$ cat src/rtl/alu_pkg.sv
`default_nettype none
// ============================================================================
//  Module      : alu_pkg
//  Description : Shared definitions for the ALU operation sequencer: op code
//                constants, FSM state encoding, default op latencies and
//                small helper functions used for latency selection and
//                counter sizing.
//  Ports       : none (package)
//  Revision    : 1.0 - initial release
// ============================================================================
package alu_pkg;

  // ALU operation codes (4-bit control field)
  localparam logic [3:0] OP_AND  = 4'd0;
  localparam logic [3:0] OP_OR   = 4'd1;
  localparam logic [3:0] OP_XOR  = 4'd2;
  localparam logic [3:0] OP_ADD  = 4'd3;
  localparam logic [3:0] OP_SUB  = 4'd4;
  localparam logic [3:0] OP_SLL  = 4'd5;
  localparam logic [3:0] OP_SRL  = 4'd6;
  localparam logic [3:0] OP_SRA  = 4'd7;
  localparam logic [3:0] OP_MUL  = 4'd8;
  localparam logic [3:0] OP_DIV  = 4'd9;
  localparam logic [3:0] OP_SLT  = 4'd10;
  localparam logic [3:0] OP_SLTU = 4'd11;

  // First unassigned op code; everything from here up is illegal
  localparam logic [3:0] OP_FIRST_ILLEGAL = 4'd12;

  // Default settle times for the multi-cycle ops
  localparam int MUL_LATENCY_DEF = 4;
  localparam int DIV_LATENCY_DEF = 32;

  typedef enum logic [1:0] {
    ST_IDLE    = 2'd0,
    ST_EXEC    = 2'd1,
    ST_CAPTURE = 2'd2,
    ST_DONE    = 2'd3
  } state_e;

  function automatic int max_int(input int a, input int b);
    return (a > b) ? a : b;
  endfunction

  // Cycles the ALU result needs to settle for a given op
  function automatic int op_latency(input logic [3:0] op, input int mul_lat,
                                    input int div_lat);
    int lat;
    case (op)
      OP_MUL:  lat = mul_lat;
      OP_DIV:  lat = div_lat;
      default: lat = 1;
    endcase
    return lat;
  endfunction

  function automatic logic is_illegal(input logic [3:0] op);
    return (op >= OP_FIRST_ILLEGAL);
  endfunction

endpackage
`default_nettype wire

$ cat src/rtl/alu_op_sequencer_if.sv
`default_nettype none
// ============================================================================
//  Module      : alu_op_sequencer_if
//  Description : Bundles the request, ALU drive/return, result and status
//                signals of the ALU operation sequencer.
//  Ports       : slave  - sequencer side (takes requests, drives the ALU)
//                master - requester / ALU side
//  Revision    : 1.0 - initial release
// ============================================================================
interface alu_op_sequencer_if;

  // Request
  logic        start_in;
  logic [3:0]  op_in;
  logic [31:0] a_in;
  logic [31:0] b_in;

  // ALU drive and ALU result
  logic [31:0] alu_a_out;
  logic [31:0] alu_b_out;
  logic [3:0]  alu_control_out;
  logic [31:0] alu_lo_in;
  logic [31:0] alu_hi_in;

  // Captured result and status
  logic [31:0] z_lo_out;
  logic [31:0] z_hi_out;
  logic        busy_out;
  logic        done_out;
  logic        div_zero_out;
  logic        illegal_out;

  modport slave (
    input  start_in, op_in, a_in, b_in, alu_lo_in, alu_hi_in,
    output alu_a_out, alu_b_out, alu_control_out,
    output z_lo_out, z_hi_out, busy_out, done_out, div_zero_out, illegal_out
  );

  modport master (
    output start_in, op_in, a_in, b_in, alu_lo_in, alu_hi_in,
    input  alu_a_out, alu_b_out, alu_control_out,
    input  z_lo_out, z_hi_out, busy_out, done_out, div_zero_out, illegal_out
  );

endinterface
`default_nettype wire

$ cat src/rtl/alu_latency_counter.sv
`default_nettype none
// ============================================================================
//  Module      : alu_latency_counter
//  Description : Down counter timing how long the ALU result is given to
//                settle. Loadable, decrements on request, flags count == 1.
//  Ports       : clk        - clock
//                clr_n      - asynchronous active-low reset (count -> 0)
//                load_i     - load load_val_i (has priority over dec_i)
//                load_val_i - value to load
//                dec_i      - decrement by one (saturates at 0)
//                is_one_o   - count equals 1
//  Revision    : 1.0 - initial release
// ============================================================================
module alu_latency_counter #(
  parameter int WIDTH = 6
) (
  input  logic             clk,
  input  logic             clr_n,
  input  logic             load_i,
  input  logic [WIDTH-1:0] load_val_i,
  input  logic             dec_i,
  output logic             is_one_o
);

  logic [WIDTH-1:0] count_q;
  logic [WIDTH-1:0] count_d;

  always_comb begin
    count_d = count_q;
    if (load_i) begin
      count_d = load_val_i;
    end else if (dec_i && (count_q != '0)) begin
      count_d = count_q - WIDTH'(1);
    end
  end

  always_ff @(posedge clk or negedge clr_n) begin
    if (!clr_n) begin
      count_q <= '0;
    end else begin
      count_q <= count_d;
    end
  end

  assign is_one_o = (count_q == WIDTH'(1));

endmodule
`default_nettype wire

$ cat src/rtl/alu_op_sequencer.sv
`default_nettype none
// ============================================================================
//  Module      : alu_op_sequencer
//  Description : Issues one operation at a time to an external combinational
//                ALU, holds the operands while the result settles for the
//                op-dependent latency, captures the 64-bit result and pulses
//                done. Divide-by-zero and illegal ops are resolved without
//                waiting on the ALU.
//  Ports       : clk   - clock, all state changes on the rising edge
//                clr_n - asynchronous active-low reset
//                bus   - alu_op_sequencer_if.slave: request, ALU drive and
//                        return, captured result, busy/done/div_zero/illegal
//  Revision    : 1.0 - initial release
// ============================================================================
module alu_op_sequencer
  import alu_pkg::*;
#(
  parameter int MUL_LATENCY = MUL_LATENCY_DEF,
  parameter int DIV_LATENCY = DIV_LATENCY_DEF
) (
  input  logic                      clk,
  input  logic                      clr_n,
  alu_op_sequencer_if.slave         bus
);

  // Wide enough for the longest latency (and never narrower than 1 bit)
  localparam int CNT_W = $clog2(max_int(max_int(MUL_LATENCY, DIV_LATENCY), 1) + 1);

  state_e      state_q, state_d;
  logic [31:0] a_q, a_d;
  logic [31:0] b_q, b_d;
  logic [3:0]  ctl_q, ctl_d;
  logic [31:0] z_lo_q, z_lo_d;
  logic [31:0] z_hi_q, z_hi_d;
  logic        div_zero_q, div_zero_d;
  logic        illegal_q, illegal_d;

  logic             w_cnt_load;
  logic             w_cnt_dec;
  logic             w_cnt_is_one;
  logic [CNT_W-1:0] w_cnt_val;
  logic             w_req_div_zero;
  logic             w_req_illegal;

  assign w_req_div_zero = (bus.op_in == OP_DIV) && (bus.b_in == 32'd0);
  assign w_req_illegal  = is_illegal(bus.op_in);
  assign w_cnt_val      = CNT_W'(op_latency(bus.op_in, MUL_LATENCY, DIV_LATENCY));

  alu_latency_counter #(
    .WIDTH (CNT_W)
  ) u_latency_counter (
    .clk        (clk),
    .clr_n      (clr_n),
    .load_i     (w_cnt_load),
    .load_val_i (w_cnt_val),
    .dec_i      (w_cnt_dec),
    .is_one_o   (w_cnt_is_one)
  );

  always_comb begin
    state_d    = state_q;
    a_d        = a_q;
    b_d        = b_q;
    ctl_d      = ctl_q;
    z_lo_d     = z_lo_q;
    z_hi_d     = z_hi_q;
    div_zero_d = div_zero_q;
    illegal_d  = illegal_q;
    w_cnt_load = 1'b0;
    w_cnt_dec  = 1'b0;

    unique case (state_q)
      ST_IDLE: begin
        if (bus.start_in) begin
          a_d        = bus.a_in;
          b_d        = bus.b_in;
          ctl_d      = bus.op_in;
          div_zero_d = w_req_div_zero;
          illegal_d  = w_req_illegal;
          // Ops that never use the ALU bypass the wait and resolve in CAPTURE
          if (w_req_div_zero || w_req_illegal) begin
            state_d = ST_CAPTURE;
          end else begin
            state_d    = ST_EXEC;
            w_cnt_load = 1'b1;
          end
        end
      end

      ST_EXEC: begin
        if (w_cnt_is_one) begin
          state_d = ST_CAPTURE;
        end else begin
          w_cnt_dec = 1'b1;
        end
      end

      ST_CAPTURE: begin
        if (div_zero_q) begin
          z_lo_d = 32'd0;
          z_hi_d = 32'd0;
        end else if (!illegal_q) begin
          z_lo_d = bus.alu_lo_in;
          z_hi_d = bus.alu_hi_in;
        end
        state_d = ST_DONE;
      end

      ST_DONE: begin
        // Any start seen here is dropped; acceptance only happens in IDLE
        state_d = ST_IDLE;
      end

      default: begin
        state_d = ST_IDLE;
      end
    endcase
  end

  always_ff @(posedge clk or negedge clr_n) begin
    if (!clr_n) begin
      state_q    <= ST_IDLE;
      a_q        <= '0;
      b_q        <= '0;
      ctl_q      <= '0;
      z_lo_q     <= '0;
      z_hi_q     <= '0;
      div_zero_q <= 1'b0;
      illegal_q  <= 1'b0;
    end else begin
      state_q    <= state_d;
      a_q        <= a_d;
      b_q        <= b_d;
      ctl_q      <= ctl_d;
      z_lo_q     <= z_lo_d;
      z_hi_q     <= z_hi_d;
      div_zero_q <= div_zero_d;
      illegal_q  <= illegal_d;
    end
  end

  // Status flags decode straight from registered state so reset clears them
  // at once; the error flags are qualified by DONE so they last one cycle.
  assign bus.alu_a_out       = a_q;
  assign bus.alu_b_out       = b_q;
  assign bus.alu_control_out = ctl_q;
  assign bus.z_lo_out        = z_lo_q;
  assign bus.z_hi_out        = z_hi_q;
  assign bus.busy_out        = (state_q != ST_IDLE);
  assign bus.done_out        = (state_q == ST_DONE);
  assign bus.div_zero_out    = (state_q == ST_DONE) && div_zero_q;
  assign bus.illegal_out     = (state_q == ST_DONE) && illegal_q;

endmodule
`default_nettype wire

$ cat src/flat_wrapper.sv
// flat-port wrapper written by rule: the top's interface ports become plain ports
module alu_op_sequencer_flat import alu_pkg::*;
#(
  parameter int MUL_LATENCY = MUL_LATENCY_DEF,
  parameter int DIV_LATENCY = DIV_LATENCY_DEF
)
  (clk, clr_n, bus_start_in, bus_op_in, bus_a_in, bus_b_in, bus_alu_lo_in, bus_alu_hi_in, bus_alu_a_out, bus_alu_b_out, bus_alu_control_out, bus_z_lo_out, bus_z_hi_out, bus_busy_out, bus_done_out, bus_div_zero_out, bus_illegal_out);
  alu_op_sequencer_if bus_i ();
  input  logic clk;
  input  logic clr_n;
  input wire logic [$bits(bus_i.start_in)-1:0] bus_start_in;
  input wire logic [$bits(bus_i.op_in)-1:0] bus_op_in;
  input wire logic [$bits(bus_i.a_in)-1:0] bus_a_in;
  input wire logic [$bits(bus_i.b_in)-1:0] bus_b_in;
  input wire logic [$bits(bus_i.alu_lo_in)-1:0] bus_alu_lo_in;
  input wire logic [$bits(bus_i.alu_hi_in)-1:0] bus_alu_hi_in;
  output wire logic [$bits(bus_i.alu_a_out)-1:0] bus_alu_a_out;
  output wire logic [$bits(bus_i.alu_b_out)-1:0] bus_alu_b_out;
  output wire logic [$bits(bus_i.alu_control_out)-1:0] bus_alu_control_out;
  output wire logic [$bits(bus_i.z_lo_out)-1:0] bus_z_lo_out;
  output wire logic [$bits(bus_i.z_hi_out)-1:0] bus_z_hi_out;
  output wire logic [$bits(bus_i.busy_out)-1:0] bus_busy_out;
  output wire logic [$bits(bus_i.done_out)-1:0] bus_done_out;
  output wire logic [$bits(bus_i.div_zero_out)-1:0] bus_div_zero_out;
  output wire logic [$bits(bus_i.illegal_out)-1:0] bus_illegal_out;
  assign bus_i.start_in = bus_start_in;
  assign bus_i.op_in = bus_op_in;
  assign bus_i.a_in = bus_a_in;
  assign bus_i.b_in = bus_b_in;
  assign bus_i.alu_lo_in = bus_alu_lo_in;
  assign bus_i.alu_hi_in = bus_alu_hi_in;
  assign bus_alu_a_out = bus_i.alu_a_out;
  assign bus_alu_b_out = bus_i.alu_b_out;
  assign bus_alu_control_out = bus_i.alu_control_out;
  assign bus_z_lo_out = bus_i.z_lo_out;
  assign bus_z_hi_out = bus_i.z_hi_out;
  assign bus_busy_out = bus_i.busy_out;
  assign bus_done_out = bus_i.done_out;
  assign bus_div_zero_out = bus_i.div_zero_out;
  assign bus_illegal_out = bus_i.illegal_out;
  alu_op_sequencer #(.MUL_LATENCY(MUL_LATENCY), .DIV_LATENCY(DIV_LATENCY)) u_core (.clk(clk), .clr_n(clr_n), .bus(bus_i));
endmodule
$ cat config.mk
export PLATFORM = sky130hd
export DESIGN_NAME = alu_op_sequencer_flat
export DESIGN_NICKNAME = d
export VERILOG_FILES = /design/src/rtl/alu_pkg.sv /design/src/rtl/alu_op_sequencer_if.sv /design/src/rtl/alu_latency_counter.sv /design/src/rtl/alu_op_sequencer.sv /design/src/flat_wrapper.sv
export SDC_FILE = /design/constraint.sdc
export NUM_CORES = 1
export LEC_CHECK = 0
export ABC_CLOCK_PERIOD_IN_PS = 4100
export CELL_PAD_IN_SITES_DETAIL_PLACEMENT = 1
export CELL_PAD_IN_SITES_GLOBAL_PLACEMENT = 1
export CORE_MARGIN = 8
export CORE_UTILIZATION = 34
export CTS_CLUSTER_DIAMETER = 120
export CTS_CLUSTER_SIZE = 16
export DETAILED_ROUTE_END_ITERATION = 8
export GPL_TIMING_DRIVEN = 0
export PLACE_DENSITY = 0.88
export SETUP_SLACK_MARGIN = 0.15
export SYNTH_ARGS = -nofsm -noshare
export SYNTH_HDL_FRONTEND = slang
export SYNTH_SLANG_ARGS = --single-unit
$ cat constraint.sdc
create_clock -name clk -period 4.1 [get_ports clk]
set_input_delay 0.41 -clock clk [delete_from_list [all_inputs] [get_ports clk]]
set_output_delay 0.41 -clock clk [all_outputs]
set_load 0.02 [all_outputs]
==> results.py <==
metrics = {
    "pwr": {
        "p_sw_mw": 2.99,
        "p_int_mw": 4.91,
        "power.density_mw_per_mm2": 833,
        "power_leakage_nw": 4.07,
        "p_sw_share_pct": 37.8,
        "clkPwrFrac_pct": 19.6,
        "pwr-share-comb_pct": 48.7,
        "peakVddDrop_mv": 0.367,
        "power_mw": 7.90,
        "pwr-share-seq_pct": 31.7,
    },
    "clocking": {
        "clk_path_buf_depth": 2,
        "postCtsHoldBufs": 0,
        "cts-root-buf": "clkbuf_16",
        "cts_setup_buffers": 0,
        "cts_tree": "done",
        "clock_sinks": 142,
        "clk_latency_ns": 0.41,
        "cts.reportedPaths.clkPinSlew_ns": 0.06,
        "cts_buffers": 17,
        "cts_resized": 0,
        "htree_levels": 4,
    },
    "floorplan": {
        "pin_count": 271,
        "initial_core_util_pct": 34.4,
        "die_x_um": 148,
        "die_h_um": 148,
        "rows": 48,
        "fp.coreArea_sq_mm": 0.0171,
        "dieArea_sq_mm": 0.0218,
    },
    "route": {
        "viasPerCell": 4.77,
        "drt_iter0_drc": 104,
        "drc": 0,
        "wl_per_cell_um": 19.8,
        "dr.pass1.iters": 4,
        "antenna_left": 0,
        "vias": 4903,
        "finalWirelength_um": 20300,
    },
    "timing": {
        "setup_viol": 0,
        "min_period_ns": 2.82,
        "worstMarginPinSlew_ns": 0.634,
        "rsz0062_at_grt": "no",
        "clock_skew_ns": 0.00896,
        "maxSlewHeadroom_pct": 57.8,
        "clock.fmax_mhz": 355,
        "fin_ws_ns": 1.28,
        "maxSlewViolCount": 0,
        "hold_violations": 9,
        "fin_crit_sh_pct": 68.7,
        "worst_hold_slack_ns": -0.0141,
    },
    "synthesis": {
        "synth_edf_count": 0,
        "syn_nets": 644,
        "async_flop_share_pct": 100,
        "syn_avg_cell_area_sq_um": 11.7,
        "ys_ff_latch": 142,
        "yosys_most_used_dff": "dfrtp_1",
        "yosys_warnings": 0,
        "ys_seq_area_share_pct": 60.3,
        "synth_cells": 502,
        "synth_area_sq_mm": 0.00590,
        "yosysUniqueCellTypes": 33,
    },
    "cells_and_area": {
        "final_area_sq_mm": 0.00948,
        "utilization_pct": 55.4,
        "diodes": 0,
        "multi_input_area_sq_mm": 0.00219,
        "post_route_cells_drive_above_1_share_pct": 15.0,
        "nets": 934,
        "seqCellArea_sq_mm": 0.00355,
        "fillers": 1871,
        "area_delta_synth_final_pct": 60.9,
        "fin_cells": 1027,
    },
    "worst_setup_path": {
        "reg2reg_depth": 6,
        "endpoint_kind": "primary output",
        "critPathLaunchType": "register",
        "crit_type": "register to primary output",
        "path_max_fanout": 10,
        "critical_path_arrival_ns": 2.41,
        "critPathRequiredTime_ns": 3.69,
    },
    "outcome": {
        "outcome": "finished, violations left",
        "violations": "negative hold slack",
    },
    "placement": {
        "place_area_sq_mm": 0.00891,
        "dp_hpwl_um": 15800,
        "port_buffers": 270,
        "place_ws_ns": 1.64,
        "placed_cells": 998,
        "place_congestion": 0.731,
    },
    "global_route": {
        "overflow": 0,
        "grt_max_degree": 80,
        "track_usage_pct": 19.0,
        "grt_pass1_vias": 5597,
        "antenna_found_initial": 0,
        "grt_pass1_wl_um": 32400,
    },
    "min_path": {
        "hp-class": "primary input to async pin",
    },
    "flow_run": {
        "maxCapViolations": 0,
    },
}
## registers in the layout (all words and copies together) (netlist names)
register                          cells
u_core.div_zero_q                     1
u_core.illegal_q                      1
u_core.bus.alu_b_out                 32
u_core.state_q                        2
u_core.bus.z_lo_out                  32
u_core.bus.z_hi_out                  32
u_core.bus.alu_control_out            4
u_core.bus.alu_a_out                 32
u_core.u_latency_counter.count_q      6
## cells in the mapped netlist, types with 2 or more instances
| master | count | share of area, % |
|---|---|---|
| dfrtp_1 | 142 | 60 |
| buf_2 | 15 | 1.3 |
| nand2_1 | 76 | 4.8 |
| nand2b_1 | 64 | 6.8 |
| clkbuf_1 | 13 | 0.83 |
| nor3_1 | 3 | 0.25 |
| mux2i_1 | 2 | 0.34 |
| nor2_1 | 4 | 0.25 |
| inv_1 | 7 | 0.45 |
| and2_1 | 2 | 0.21 |
| o21ai_1 | 8 | 0.68 |
| nand4_1 | 2 | 0.21 |
| ha_1 | 7 | 1.5 |
| nor4_1 | 8 | 0.85 |
| mux2_2 | 68 | 13 |
| o21ai_0 | 62 | 5.3 |
| a21oi_1 | 3 | 0.25 |
## cells in the final DEF, fill, tap and decap left out, types with 2 or more instances in the layout
master | netlist | routed
a21oi_1 | 3 | 3
and2_1 | 2 | 2
buf_2 | 15 | 15
bufinv_16 | 0 | 3
clkbuf_1 | 13 | 14
clkbuf_16 | 0 | 17
clkdlybuf4s50_1 | 0 | 269
clkinv_2 | 0 | 3
clkinv_4 | 0 | 3
clkinvlp_4 | 0 | 2
dfrtp_1 | 142 | 142
ha_1 | 7 | 7
inv_1 | 7 | 7
mux2_2 | 68 | 68
mux2i_1 | 2 | 2
nand2_1 | 76 | 76
nand2b_1 | 64 | 64
nand4_1 | 2 | 2
nor2_1 | 4 | 4
nor3_1 | 3 | 3
nor4_1 | 8 | 8
o21ai_0 | 62 | 62
o21ai_1 | 8 | 8
## final cells by class
cell class | count | share of cell area, %
multi-input cells | 325 | 23.1
repair buffers | 271 | 28.8
plain buffers | 28 | 1.31
clock inverters | 11 | 1.54
clock buffers | 18 | 4.53
well taps | 225 | 2.97
inverters | 7 | 0.277
flip-flops and latches | 142 | 37.5
## final timing paths
path                       slack [ns]                                               to                                 from
max                              1.28                                 bus_div_zero_out        u_core.div_zero_q$_DFFE_PN0P_
max reg2reg                      2.17  u_core.u_latency_counter.count_q[0]$_DFFE_PN0P_        u_core.state_q[0]$_DFFE_PN0P_
min reg2reg                      0.48              u_core.bus.z_lo_out[13]$_DFFE_PN0P_  u_core.bus.z_lo_out[13]$_DFFE_PN0P_
min                             -0.01             u_core.bus.alu_a_out[17]$_DFFE_PN0P_                                clr_n
max in group asynchronous        3.29                    u_core.state_q[0]$_DFFE_PN0P_                                clr_n
min in group clk                 0.48              u_core.bus.z_lo_out[13]$_DFFE_PN0P_  u_core.bus.z_lo_out[13]$_DFFE_PN0P_
## per-layer routing
| layer | global-route usage [%] | wire, um | part of all wire, % |
|---|---|---|---|
| met5 | 0 | 0 | 0 |
| met4 | 6.02 | 448 | 2.2 |
| met3 | 7.73 | 1770 | 8.7 |
| met2 | 32.4 | 10100 | 50 |
| met1 | 21.3 | 7950 | 39 |
## cells by family after synthesis
| logic type | after synthesis | synth area share [%] |
|---|---|---|
| and+or+nand+nor | 166 | 14.6 |
| DFF | 142 | 60.3 |
| AOI/OAI and AO/OA | 79 | 7.24 |
| muxes | 71 | 13.5 |
| buffers and inverters | 35 | 2.55 |
| adders and majority gates | 7 | 1.49 |
| xor gates and xnor gates | 2 | 0.297 |
## per-stage QoR
step	TNS, ns	hold WS (ns)
3_3_place_gp	-477.46	0.461
2_1_floorplan	0	0.114
6_report	0	-0.0141
3_5_place_dp	0	0.450
4_1_cts	0	0.00251
5_1_grt	0	0.0227
## critical path, cell delays in order (launching register included)
cell and delay (ns):
dfrtp_1 0.40, clkbuf_1 0.38, clkbuf_1 0.38, and2_1 0.19
clkdlybuf4s50_1 0.64
## power groups by stage
stage          combinational (mW)  clock [mW]  sequential (mW)
2_1_floorplan                1.12           0             3.28
3_3_place_gp                 3.79           0             2.46
3_5_place_dp                 3.90           0             2.53
4_1_cts                      3.92        1.59             2.51
5_1_grt                      4.16        1.65             2.59
6_report                     3.84        1.55             2.50
(Power assumes the default switching activity.)
